### config.mk
export PLATFORM = sky130hd
export DESIGN_NAME = vram_arbiter
export DESIGN_NICKNAME = d
export VERILOG_FILES = /design/src/rtl/vram_arbiter.sv
export SDC_FILE = /design/constraint.sdc
export NUM_CORES = 1
export LEC_CHECK = 0
export ABC_CLOCK_PERIOD_IN_PS = 2500
export BUFFER_PORTS_ARGS = -buffer_cell sky130_fd_sc_hd__clkbuf_2
export CAP_MARGIN = 20
export CORE_MARGIN = 2
export CORE_UTILIZATION = 44
export DETAILED_ROUTE_END_ITERATION = 10
export HOLD_SLACK_MARGIN = 0.1
export PLACE_DENSITY = 0.83
export SLEW_MARGIN = 20
export SYNTH_ARGS = -nofsm -noshare
export SYNTH_HDL_FRONTEND = slang
export SYNTH_SLANG_ARGS = --single-unit
### constraint.sdc
create_clock -name clk -period 2.5 [get_ports clk]
set_input_delay 0.5 -clock clk [delete_from_list [all_inputs] [get_ports clk]]
set_output_delay 0.5 -clock clk [all_outputs]
set_load 0.01 [all_outputs]
### src/rtl/vram_arbiter.sv
// Video RAM arbiter: one shared single-port RAM between display scanout (priority) and CPU.
// Optional CPU starvation guard compiled in with VRAM_ARB_STARVE_GUARD_EN.
module vram_arbiter #(
  parameter int ADDR_W   = 16,
  parameter int DATA_W   = 8,
  parameter int MAX_WAIT = 4
) (
  input  logic              clk,
  input  logic              rst,
  input  logic              disp_req,
  input  logic [ADDR_W-1:0] disp_addr,
  output logic [DATA_W-1:0] disp_data,
  output logic              disp_valid,
  input  logic              cpu_req,
  input  logic              cpu_we,
  input  logic [ADDR_W-1:0] cpu_addr,
  input  logic [DATA_W-1:0] cpu_wdata,
  output logic [DATA_W-1:0] cpu_rdata,
  output logic              cpu_ack,
  output logic              mem_en,
  output logic              mem_we,
  output logic [ADDR_W-1:0] mem_addr,
  output logic [DATA_W-1:0] mem_wdata,
  input  logic [DATA_W-1:0] mem_rdata,
  output logic              busy
);

  typedef enum logic [1:0] {
    IDLE   = 2'd0,
    ACCESS = 2'd1,
    RESP   = 2'd2
  } state_t;

  state_t              state_r;
  state_t              state_next_s;
  logic                owner_cpu_r;
  logic                mem_en_r;
  logic                mem_we_r;
  logic [ADDR_W-1:0]   mem_addr_r;
  logic [DATA_W-1:0]   mem_wdata_r;
  logic                disp_valid_r;
  logic                cpu_ack_r;
  logic                busy_r;
  logic                force_cpu_s;
  logic                grant_disp_s;
  logic                grant_cpu_s;

`ifdef VRAM_ARB_STARVE_GUARD_EN
  localparam int CNT_W = (MAX_WAIT < 1) ? 1 : $clog2(MAX_WAIT + 1);
  localparam logic [CNT_W-1:0] WAIT_MAX = CNT_W'(MAX_WAIT);

  logic [CNT_W-1:0] wait_cnt_r;

  assign force_cpu_s = cpu_req && (wait_cnt_r == WAIT_MAX);

  // Count display wins over a waiting CPU; any CPU grant clears the count
  always_ff @(posedge clk) begin
    if (rst) begin
      wait_cnt_r <= {CNT_W{1'b0}};
    end else if (grant_cpu_s) begin
      wait_cnt_r <= {CNT_W{1'b0}};
    end else if (grant_disp_s && cpu_req && (wait_cnt_r != WAIT_MAX)) begin
      wait_cnt_r <= wait_cnt_r + CNT_W'(1);
    end
  end
`else
  assign force_cpu_s = 1'b0;
`endif

  // Grant decision; only IDLE samples requests
  always_comb begin
    grant_disp_s = 1'b0;
    grant_cpu_s  = 1'b0;
    if (state_r == IDLE) begin
      if (force_cpu_s) begin
        grant_cpu_s = 1'b1;
      end else if (disp_req) begin
        grant_disp_s = 1'b1;
      end else if (cpu_req) begin
        grant_cpu_s = 1'b1;
      end else begin
        grant_disp_s = 1'b0;
        grant_cpu_s  = 1'b0;
      end
    end else begin
      grant_disp_s = 1'b0;
      grant_cpu_s  = 1'b0;
    end
  end

  // Next-state logic
  always_comb begin
    state_next_s = state_r;
    case (state_r)
      IDLE: begin
        if (grant_disp_s || grant_cpu_s) begin
          state_next_s = ACCESS;
        end else begin
          state_next_s = IDLE;
        end
      end
      ACCESS:  state_next_s = RESP;
      RESP:    state_next_s = IDLE;
      default: state_next_s = IDLE;
    endcase
  end

  // State register
  always_ff @(posedge clk) begin
    if (rst) begin
      state_r <= IDLE;
    end else begin
      state_r <= state_next_s;
    end
  end

  // Memory port, owner capture and response strobes
  always_ff @(posedge clk) begin
    if (rst) begin
      owner_cpu_r  <= 1'b0;
      mem_en_r     <= 1'b0;
      mem_we_r     <= 1'b0;
      mem_addr_r   <= {ADDR_W{1'b0}};
      mem_wdata_r  <= {DATA_W{1'b0}};
      disp_valid_r <= 1'b0;
      cpu_ack_r    <= 1'b0;
      busy_r       <= 1'b0;
    end else begin
      busy_r <= (state_next_s != IDLE);
      case (state_r)
        IDLE: begin
          disp_valid_r <= 1'b0;
          cpu_ack_r    <= 1'b0;
          if (grant_disp_s || grant_cpu_s) begin
            owner_cpu_r <= grant_cpu_s;
            mem_en_r    <= 1'b1;
            mem_we_r    <= grant_cpu_s & cpu_we;
            mem_addr_r  <= grant_cpu_s ? cpu_addr : disp_addr;
            // Display grants leave the write-data register untouched
            if (grant_cpu_s) begin
              mem_wdata_r <= cpu_wdata;
            end
          end else begin
            mem_en_r <= 1'b0;
            mem_we_r <= 1'b0;
          end
        end
        ACCESS: begin
          mem_en_r     <= 1'b0;
          mem_we_r     <= 1'b0;
          disp_valid_r <= ~owner_cpu_r;
          cpu_ack_r    <= owner_cpu_r;
        end
        RESP: begin
          mem_en_r     <= 1'b0;
          mem_we_r     <= 1'b0;
          disp_valid_r <= 1'b0;
          cpu_ack_r    <= 1'b0;
        end
        default: begin
          mem_en_r     <= 1'b0;
          mem_we_r     <= 1'b0;
          disp_valid_r <= 1'b0;
          cpu_ack_r    <= 1'b0;
        end
      endcase
    end
  end

  // Read data arrives from the RAM during RESP, so it is steered, not re-registered
  assign disp_data  = disp_valid_r ? mem_rdata : {DATA_W{1'b0}};
  assign cpu_rdata  = cpu_ack_r    ? mem_rdata : {DATA_W{1'b0}};
  assign disp_valid = disp_valid_r;
  assign cpu_ack    = cpu_ack_r;
  assign mem_en     = mem_en_r;
  assign mem_we     = mem_we_r;
  assign mem_addr   = mem_addr_r;
  assign mem_wdata  = mem_wdata_r;
  assign busy       = busy_r;

endmodule

== Word-level counts from Yosys, hierarchy flattened ==
Index checks and enable logic that the tools add are counted.
Widths: inputs -> output; s select.
Storage, ports and cells
  register bits: 32
  input bits: 53
  output and inout port bits: 45
  logic and storage cells: 34
Operators by class
  equal/unequal tests: 1
  muxes and demuxes: 11
  bitwise gates (word level): 5
  reduce and logical (&&, ||, !) cells: 8
Operators by type and width (number)
  $mux 16: 1
  $mux 8: 2
  $mux 1: 7
  $not 1->1: 4
  $pmux 2 s2: 1
  $reduce_or 2->1: 2
  $reduce_and 3->1: 1
  $reduce_or 3->1: 1
  $eq 2x1->1 const B: 1
  $logic_not 2->1: 1
  $reduce_and 2->1: 1
  $reduce_bool 2->1: 1
  $and 1x1->1: 1
  $logic_or 1x1->1: 1

== Longest topological paths before layout ==
Gate-level depths: netlist of run 1.
  depth in word-level cells: 7
  mapped depth: 6
  depth with buffers taken out: 3

== Least setup slack after synthesis of run 1 ==
No wires, ideal clock.
  path type: input-to-reg
  start point: input port disp_req
  end point: register mem_addr_r[10] (netlist: mem_addr[10])
  setup time: 146 ps
  arrival time: 1510 ps
  data required time: 2354 ps
  path slack: 844 ps
  stages: 5
  buffers on the path: 2
  cell sequence: or4b_1 buf_6 buf_12 a22oi_2 a211oi_2
Between the ends
  cells in the longest elaborated chain, start to end: 4
  elaborated cells on any way between the ends: 7
  those cells by class: mux (5); reduce/logical (2)
RTL lines
  start: declaration: RTL line 10  | input logic disp_req,
  $mux 1: RTL line 77  | end else if (disp_req) begin
  $mux 1: RTL line 74  | if (state_r == IDLE) begin
  $logic_or 1x1->1: RTL line 134  | if (grant_disp_s || grant_cpu_s) begin
  $reduce_and 2->1 (no source line)
  end signal: assignment: RTL line 123  | mem_addr_r <= {ADDR_W{1'b0}};
  end signal: assignment: RTL line 138  | mem_addr_r <= grant_cpu_s ? cpu_addr : disp_addr;
  end: declaration: RTL line 39  | logic [ADDR_W-1:0] mem_addr_r;
Several ways; a longest one is shown, not always the timed one.
A chain may end at the register's enable or synchronous reset.

== Worst setup path after layout of run 1 ==
  start point: register state_r[1]
  end point: register mem_addr_r[9] (netlist: mem_addr[9])
Between the ends
  cells in the longest elaborated chain, start to end: 4
  elaborated cells on any way between the ends: 6
  those cells by class: mux (3); reduce/logical (3)
RTL lines
  start: declaration: RTL line 34  | state_t state_r;
  start signal: assignment: RTL line 113  | state_r <= state_next_s;
  $logic_not 2->1 (*): RTL line 74, 130
  $mux 1: RTL line 74
  $logic_or 1x1->1: RTL line 134
  $reduce_and 2->1 (no source line)
Mark *: on every way between the ends. The rest lies on a longest branch, timed or not.

==> results.sh, run 1 <==
export IMPL_status="completed"
export IMPL_yosys_warnings=0
export IMPL_worstSkewPairLatency_ns=0.31
export IMPL_vias=1473
export IMPL_dr_wl_met2_mm=1.97
export IMPL_min_path_cells=3
export IMPL_viasPerCell=5.04
export IMPL_crit_chain="or4b_1 -> buf_4 -> a22oi_2 -> a211oi_2"
export IMPL_crit_slowest_cell="or4b_1"
export IMPL_crit_required_ns=2.67
export IMPL_drv_slew=0
export IMPL_grt_total_usage=0.204
export IMPL_top_layer_used="met4"
export IMPL_die_w_microns=62.4
export IMPL_final_cell_mix="clkbuf_2, dfxtp_1, a21oi_1"
export IMPL_power_density_nw_per_um2=544
export IMPL_cts_resized=0
export IMPL_synthCells=151
export IMPL_worst_pin_slew_ns=0.786
export IMPL_max_stage_delay_ns=0.77
export IMPL_grt_pass1_vias=1458
export IMPL_path_clk_slew_ns=0.09
export IMPL_firstDrtPassIters=6
export IMPL_syn_mean_instance_area_sq_um=9.94
export IMPL_h_tree_depth=2
export IMPL_wl_met1_mm=1.51
export IMPL_port_buffers=97
export IMPL_final_common_cell="clkbuf_2"
export IMPL_dieArea_sq_um=3890
export IMPL_place_gp_congestion=0.728
export IMPL_grt_max_degree=30
export IMPL_layout_drive_gt1_share=0.545
export IMPL_ctsLongestPathBuffers=2
export IMPL_crit_type="reg2reg"
export IMPL_ctsHoldBuffers=0
export IMPL_cap_violations=0
export IMPL_period_share=0.734
export IMPL_pwr_share_clk=0.221
export IMPL_drt_wl_total_mm=3.82
export IMPL_hold_class="in2reg"
export IMPL_n_antenna_cell=0
export IMPL_sw_frac_of_total=0.297
export IMPL_finalClockSkew_ns=0.00748
export IMPL_ys_seq_elements=32
export IMPL_drt_iter0_markers=13
export IMPL_gr_total_overflow=0
export IMPL_slew_headroom=0.476
export IMPL_drcViolationCount=0
export IMPL_comb_power_share=0.254
export IMPL_fmax_ghz=0.545
export IMPL_setup_tns_ns=0
export IMPL_place_area_sq_um=1990
export IMPL_wl_met3_microns=280
export IMPL_syn_to_final_growth_pct=35.4
export IMPL_ctsRootBufferMaster="clkbuf_4"
export IMPL_seqPwrFrac=0.525
export IMPL_ant_nets=0
export IMPL_n_fill_cell=307
export IMPL_p_leak_nw=0.975
export IMPL_start_kind="register"
export IMPL_synth_area_sq_um=1500
export IMPL_syn_num_nets=204
export IMPL_finalNetCount=301
export IMPL_grt_pass1_wl_mm=6.41
export IMPL_hold_viol_final=0
export IMPL_cts_tree="done"
export IMPL_cp_max_fo=13
export IMPL_ys_types=26
export IMPL_rsz0062_at_grt="no"
export IMPL_placementRows=21
export IMPL_die_h_microns=62.4
export IMPL_post_dp_hpwl_mm=2.87
export IMPL_p_switching_w=0.000328
export IMPL_io_pins=98
export IMPL_cts_made_buffers=5
export IMPL_setup_worst_path_end_class="register"
export IMPL_peakVddDrop_mv=0.336
export IMPL_wl_per_cell_microns=13.1
export IMPL_setup_viol=0
export IMPL_fin_crit_ns=1.84
export IMPL_rr_worst_depth=4
export IMPL_fin_area_sq_um=2030
export IMPL_start_util=0.453
export IMPL_yosysSeqAreaShare=0.427
export IMPL_antenna_found_initial=0
export IMPL_postCtsSetupRepairBufs=0
export IMPL_core_sq_um=3310
export IMPL_cts_sinks=32
export IMPL_arrival_ns=2.01
export IMPL_p_int_w=0.000776
-- routing by layer --
metal  global-route usage  vias up
met5                    0        -
li1                     -      730
met2                0.363       64
met1                0.222      671
met4               0.0917        0
met3               0.0667        8
-- layout make-up --
type / count / area (sq um) / share of cell area
inverter: 1 / 3.75 / 0.00185
sequential: 32 / 641 / 0.315
clock buffer: 5 / 37.5 / 0.0185
multi-input combinational: 105 / 761 / 0.375
timing repair buffer: 103 / 531 / 0.261
tap: 46 / 57.6 / 0.0283
-- worst paths after layout --
check | from | end | slack (ns)
worst max-delay path | state_r[1]$_SDFF_PP0_ | mem_addr[9]$_SDFFE_PP0P_ | 0.66
worst min-delay path | cpu_wdata[3] | mem_wdata[3]$_SDFFE_PP0P_ | 0.39
worst max register to register | state_r[1]$_SDFF_PP0_ | mem_addr[9]$_SDFFE_PP0P_ | 0.66
worst min register to register | owner_cpu_r$_SDFFE_PP0P_ | disp_valid$_SDFF_PP0_ | 0.44
-- sequential cells by signal, indices dropped and copies added (netlist names) --
register	cells
busy	1
cpu_ack	1
disp_valid	1
mem_addr	16
mem_en	1
mem_wdata	8
mem_we	1
owner_cpu_r	1
state_r	2
-- critical path, delay by kind of cell, from the launching register on --
family	cells	cell delay [ns]
AND/OR/NAND/NOR	1	0.77
flip-flops	1	0.36
buffers and inverters	1	0.32
AO/OA/AOI/OAI	2	0.25
-- metrics by stage --
step                 util  std cells  setup WS, ns  total power, W  hold slack [ns]
global placement    0.602        287         0.424        0.000868            0.414
floorplan               -        151         0.844        0.000763            0.398
finish              0.613        292         0.664         0.00110            0.393
global route        0.613        292         0.566         0.00117            0.404
CTS                 0.613        292         0.657         0.00111            0.386
detailed placement  0.602        287         0.374        0.000873            0.413
-- power groups by stage --
stage          clock, W  combinational (W)  sequential [W]
2_1_floorplan         0           0.000155        0.000608
3_3_place_gp          0           0.000277        0.000591
3_5_place_dp          0           0.000283        0.000591
4_1_cts        0.000249           0.000283        0.000580
5_1_grt        0.000269           0.000312        0.000585
6_report       0.000244           0.000280        0.000580
-- cell families after synthesis --
logic type | after synthesis | share of synthesized area
AOI/OAI and AO/OA | 59 | 0.340
buffers and inverters | 14 | 0.0659
DFF | 32 | 0.427
and+or+nand+nor | 46 | 0.167
-- Yosys cell counts --
cell      instances  area share
buf_6             3       0.023
nor3_1            1      0.0033
a22oi_4           2       0.028
a22oi_2          10       0.083
a211oi_2         10       0.083
buf_12            1       0.013
nand2_1          18       0.045
a22oi_1           4       0.020
a21boi_0          1      0.0050
or4b_1            1      0.0067
and2_1           18       0.075
and2b_1           1      0.0050
o21ba_2           1      0.0067
or3b_2            1      0.0058
clkbuf_1          3      0.0075
dfxtp_1          32        0.43
inv_1             1      0.0025
nor2_1            3      0.0075
o21ai_0           1      0.0033
nor4b_2           1       0.010
or2_1             1      0.0042
clkbuf_2          1      0.0033
buf_2             5       0.017
nor2_2            1      0.0042
a211oi_1          6       0.030
a21oi_1          24       0.080
(Power assumes the default switching activity.)
==> run 2, diff against run 1 <==
--- a/config.mk
+++ b/config.mk
@@ -5,14 +5,14 @@
 export SDC_FILE = /design/constraint.sdc
 export NUM_CORES = 1
 export LEC_CHECK = 0
-export ABC_CLOCK_PERIOD_IN_PS = 2500
+export ABC_CLOCK_PERIOD_IN_PS = 1680
 export BUFFER_PORTS_ARGS = -buffer_cell sky130_fd_sc_hd__clkbuf_2
 export CAP_MARGIN = 20
 export CORE_MARGIN = 2
-export CORE_UTILIZATION = 44
+export CORE_UTILIZATION = 37
 export DETAILED_ROUTE_END_ITERATION = 10
 export HOLD_SLACK_MARGIN = 0.1
-export PLACE_DENSITY = 0.83
+export PLACE_DENSITY = 0.75
 export SLEW_MARGIN = 20
 export SYNTH_ARGS = -nofsm -noshare
 export SYNTH_HDL_FRONTEND = slang
==> constraint.sdc (replaced) <==
create_clock -name clk -period 1.68 [get_ports clk]
set_input_delay 0.336 -clock clk [delete_from_list [all_inputs] [get_ports clk]]
set_output_delay 0.336 -clock clk [all_outputs]
set_load 0.01 [all_outputs]
==> run 2 against run 1 <==
Compared with the run above: clock power grew to 3.3 times the previous value; clock-buffer cell count up 2; sequential power is 49% higher; total power up 89%; die area up 18%; via count decreased by 0.88%; critical endpoint is now mem_addr[10]$_SDFFE_PP0P_.
==> results.sh, run 2 (same netlist as run 1, synthesis figures left out) <==
export IMPL_period_share=0.887
export IMPL_setup_viol=0
export IMPL_gr_total_overflow=0
export IMPL_cts_sinks=32
export IMPL_firstDrtPassIters=4
export IMPL_final_cell_mix="clkbuf_2, dfxtp_1, a21oi_1"
export IMPL_r2r_slack_ns=0.19
export IMPL_fin_crit_ns=1.49
export IMPL_viasPerCell=4.79
export IMPL_io_pins=98
export IMPL_cp_max_fo=8
export IMPL_drt_wl_total_mm=3.68
export IMPL_core_sq_um=3940
export IMPL_min_path_cells=3
export IMPL_dieArea_sq_um=4580
export IMPL_grt_total_usage=0.165
export IMPL_vias=1460
export IMPL_rsz0062_at_grt="no"
export IMPL_status="completed"
export IMPL_start_kind="register"
export IMPL_cts_made_buffers=5
export IMPL_peakVddDrop_mv=0.593
export IMPL_cts_tree="done"
export IMPL_cap_violations=0
export IMPL_finalClockSkew_ns=0.00462
export IMPL_cts_resized=0
export IMPL_timing_hold_ws_ns=0.258
export IMPL_arrival_ns=1.65
export IMPL_p_leak_nw=1.04
export IMPL_port_buffers=97
export IMPL_hold_viol_final=0
export IMPL_crit_type="reg2reg"
export IMPL_antenna_found_initial=0
export IMPL_worstSkewPairLatency_ns=0.28
export IMPL_rr_worst_depth=4
export IMPL_h_tree_depth=2
export IMPL_power_density_nw_per_um2=964
export IMPL_finalNetCount=307
export IMPL_fmax_ghz=0.671
export IMPL_die_h_microns=67.7
export IMPL_post_dp_hpwl_mm=2.84
export IMPL_drcViolationCount=0
export IMPL_syn_to_final_growth_pct=44.6
export IMPL_layout_drive_gt1_share=0.561
export IMPL_path_clk_slew_ns=0.07
export IMPL_grt_max_degree=30
export IMPL_drv_slew=0
export IMPL_largest_reg_flops=16
export IMPL_ctsHoldBuffers=0
export IMPL_n_fill_cell=375
export IMPL_ctsLongestPathBuffers=2
export IMPL_postCtsSetupRepairBufs=0
export IMPL_n_antenna_cell=0
export IMPL_die_w_microns=67.7
export IMPL_final_common_cell="clkbuf_2"
export IMPL_ant_nets=0
export IMPL_wl_per_cell_microns=12.1
export IMPL_slew_headroom=0.767
export IMPL_start_util=0.381
export IMPL_grt_pass1_vias=1317
export IMPL_crit_required_ns=1.84
export IMPL_drt_iter0_markers=53
export IMPL_ctsRootBufferMaster="clkbuf_8"
export IMPL_place_gp_congestion=0.662
export IMPL_placementRows=23
export IMPL_hold_class="in2reg"
export IMPL_worst_pin_slew_ns=0.349
export IMPL_setup_worst_path_end_class="register"
export IMPL_grt_pass1_wl_mm=5.74
export IMPL_setup_tns_ns=0
-- run 2: report_power, final --
part           switching [W]  leakage, nW  internal, W
logic               0.000224        0.716     0.000207
registers          0.0000377        0.264     0.000825
clock network       0.000275       0.0645     0.000523
total               0.000537         1.04      0.00156
-- run 2: metrics by stage --
stage          worst slack, ns  utilization  total power (W)  cell area [sq um]  cells
6_report                 0.189        0.550          0.00209               2170    305
5_1_grt                 0.0649        0.550          0.00219               2170    305
4_1_cts                  0.185        0.550          0.00212               2170    305
3_5_place_dp            0.0569        0.518          0.00132               2040    297
3_3_place_gp             0.102        0.518          0.00131               2040    297
2_1_floorplan            0.188            -          0.00114               1500    151
-- run 2: worst paths after layout --
kind / startpoint / end
max: state_r[1]$_SDFF_PP0_ / mem_addr[10]$_SDFFE_PP0P_
min: cpu_we / mem_we$_SDFF_PP0_
max reg2reg: state_r[1]$_SDFF_PP0_ / mem_addr[10]$_SDFFE_PP0P_
min reg2reg: owner_cpu_r$_SDFFE_PP0P_ / disp_valid$_SDFF_PP0_
-- run 2: routing by layer --
metal | vias to the layer above | part of all wire | GRT usage
met5 | - | 0 | 0
met4 | 0 | 0.010 | 0.0459
met3 | 5 | 0.067 | 0.0567
met2 | 43 | 0.50 | 0.267
met1 | 662 | 0.42 | 0.207
li1 | 750 | - | -
-- run 2: final cells by class --
cell class              instances  area, sq um  share of cell area
multi-input cells             105          761               0.351
flip-flops and latches         32          641               0.295
repair buffers                109          576               0.265
clock buffers                   7         96.3              0.0444
well taps                      50         62.6              0.0288
clock inverters                 1         30.0              0.0138
inverters                       1         3.75             0.00173
-- run 2: critical path: stages, from the launching register on --
cell	delay [ns]
dfxtp_1	0.34
or4b_1	0.57
buf_4	0.22
a22oi_2	0.15
a211oi_2	0.09
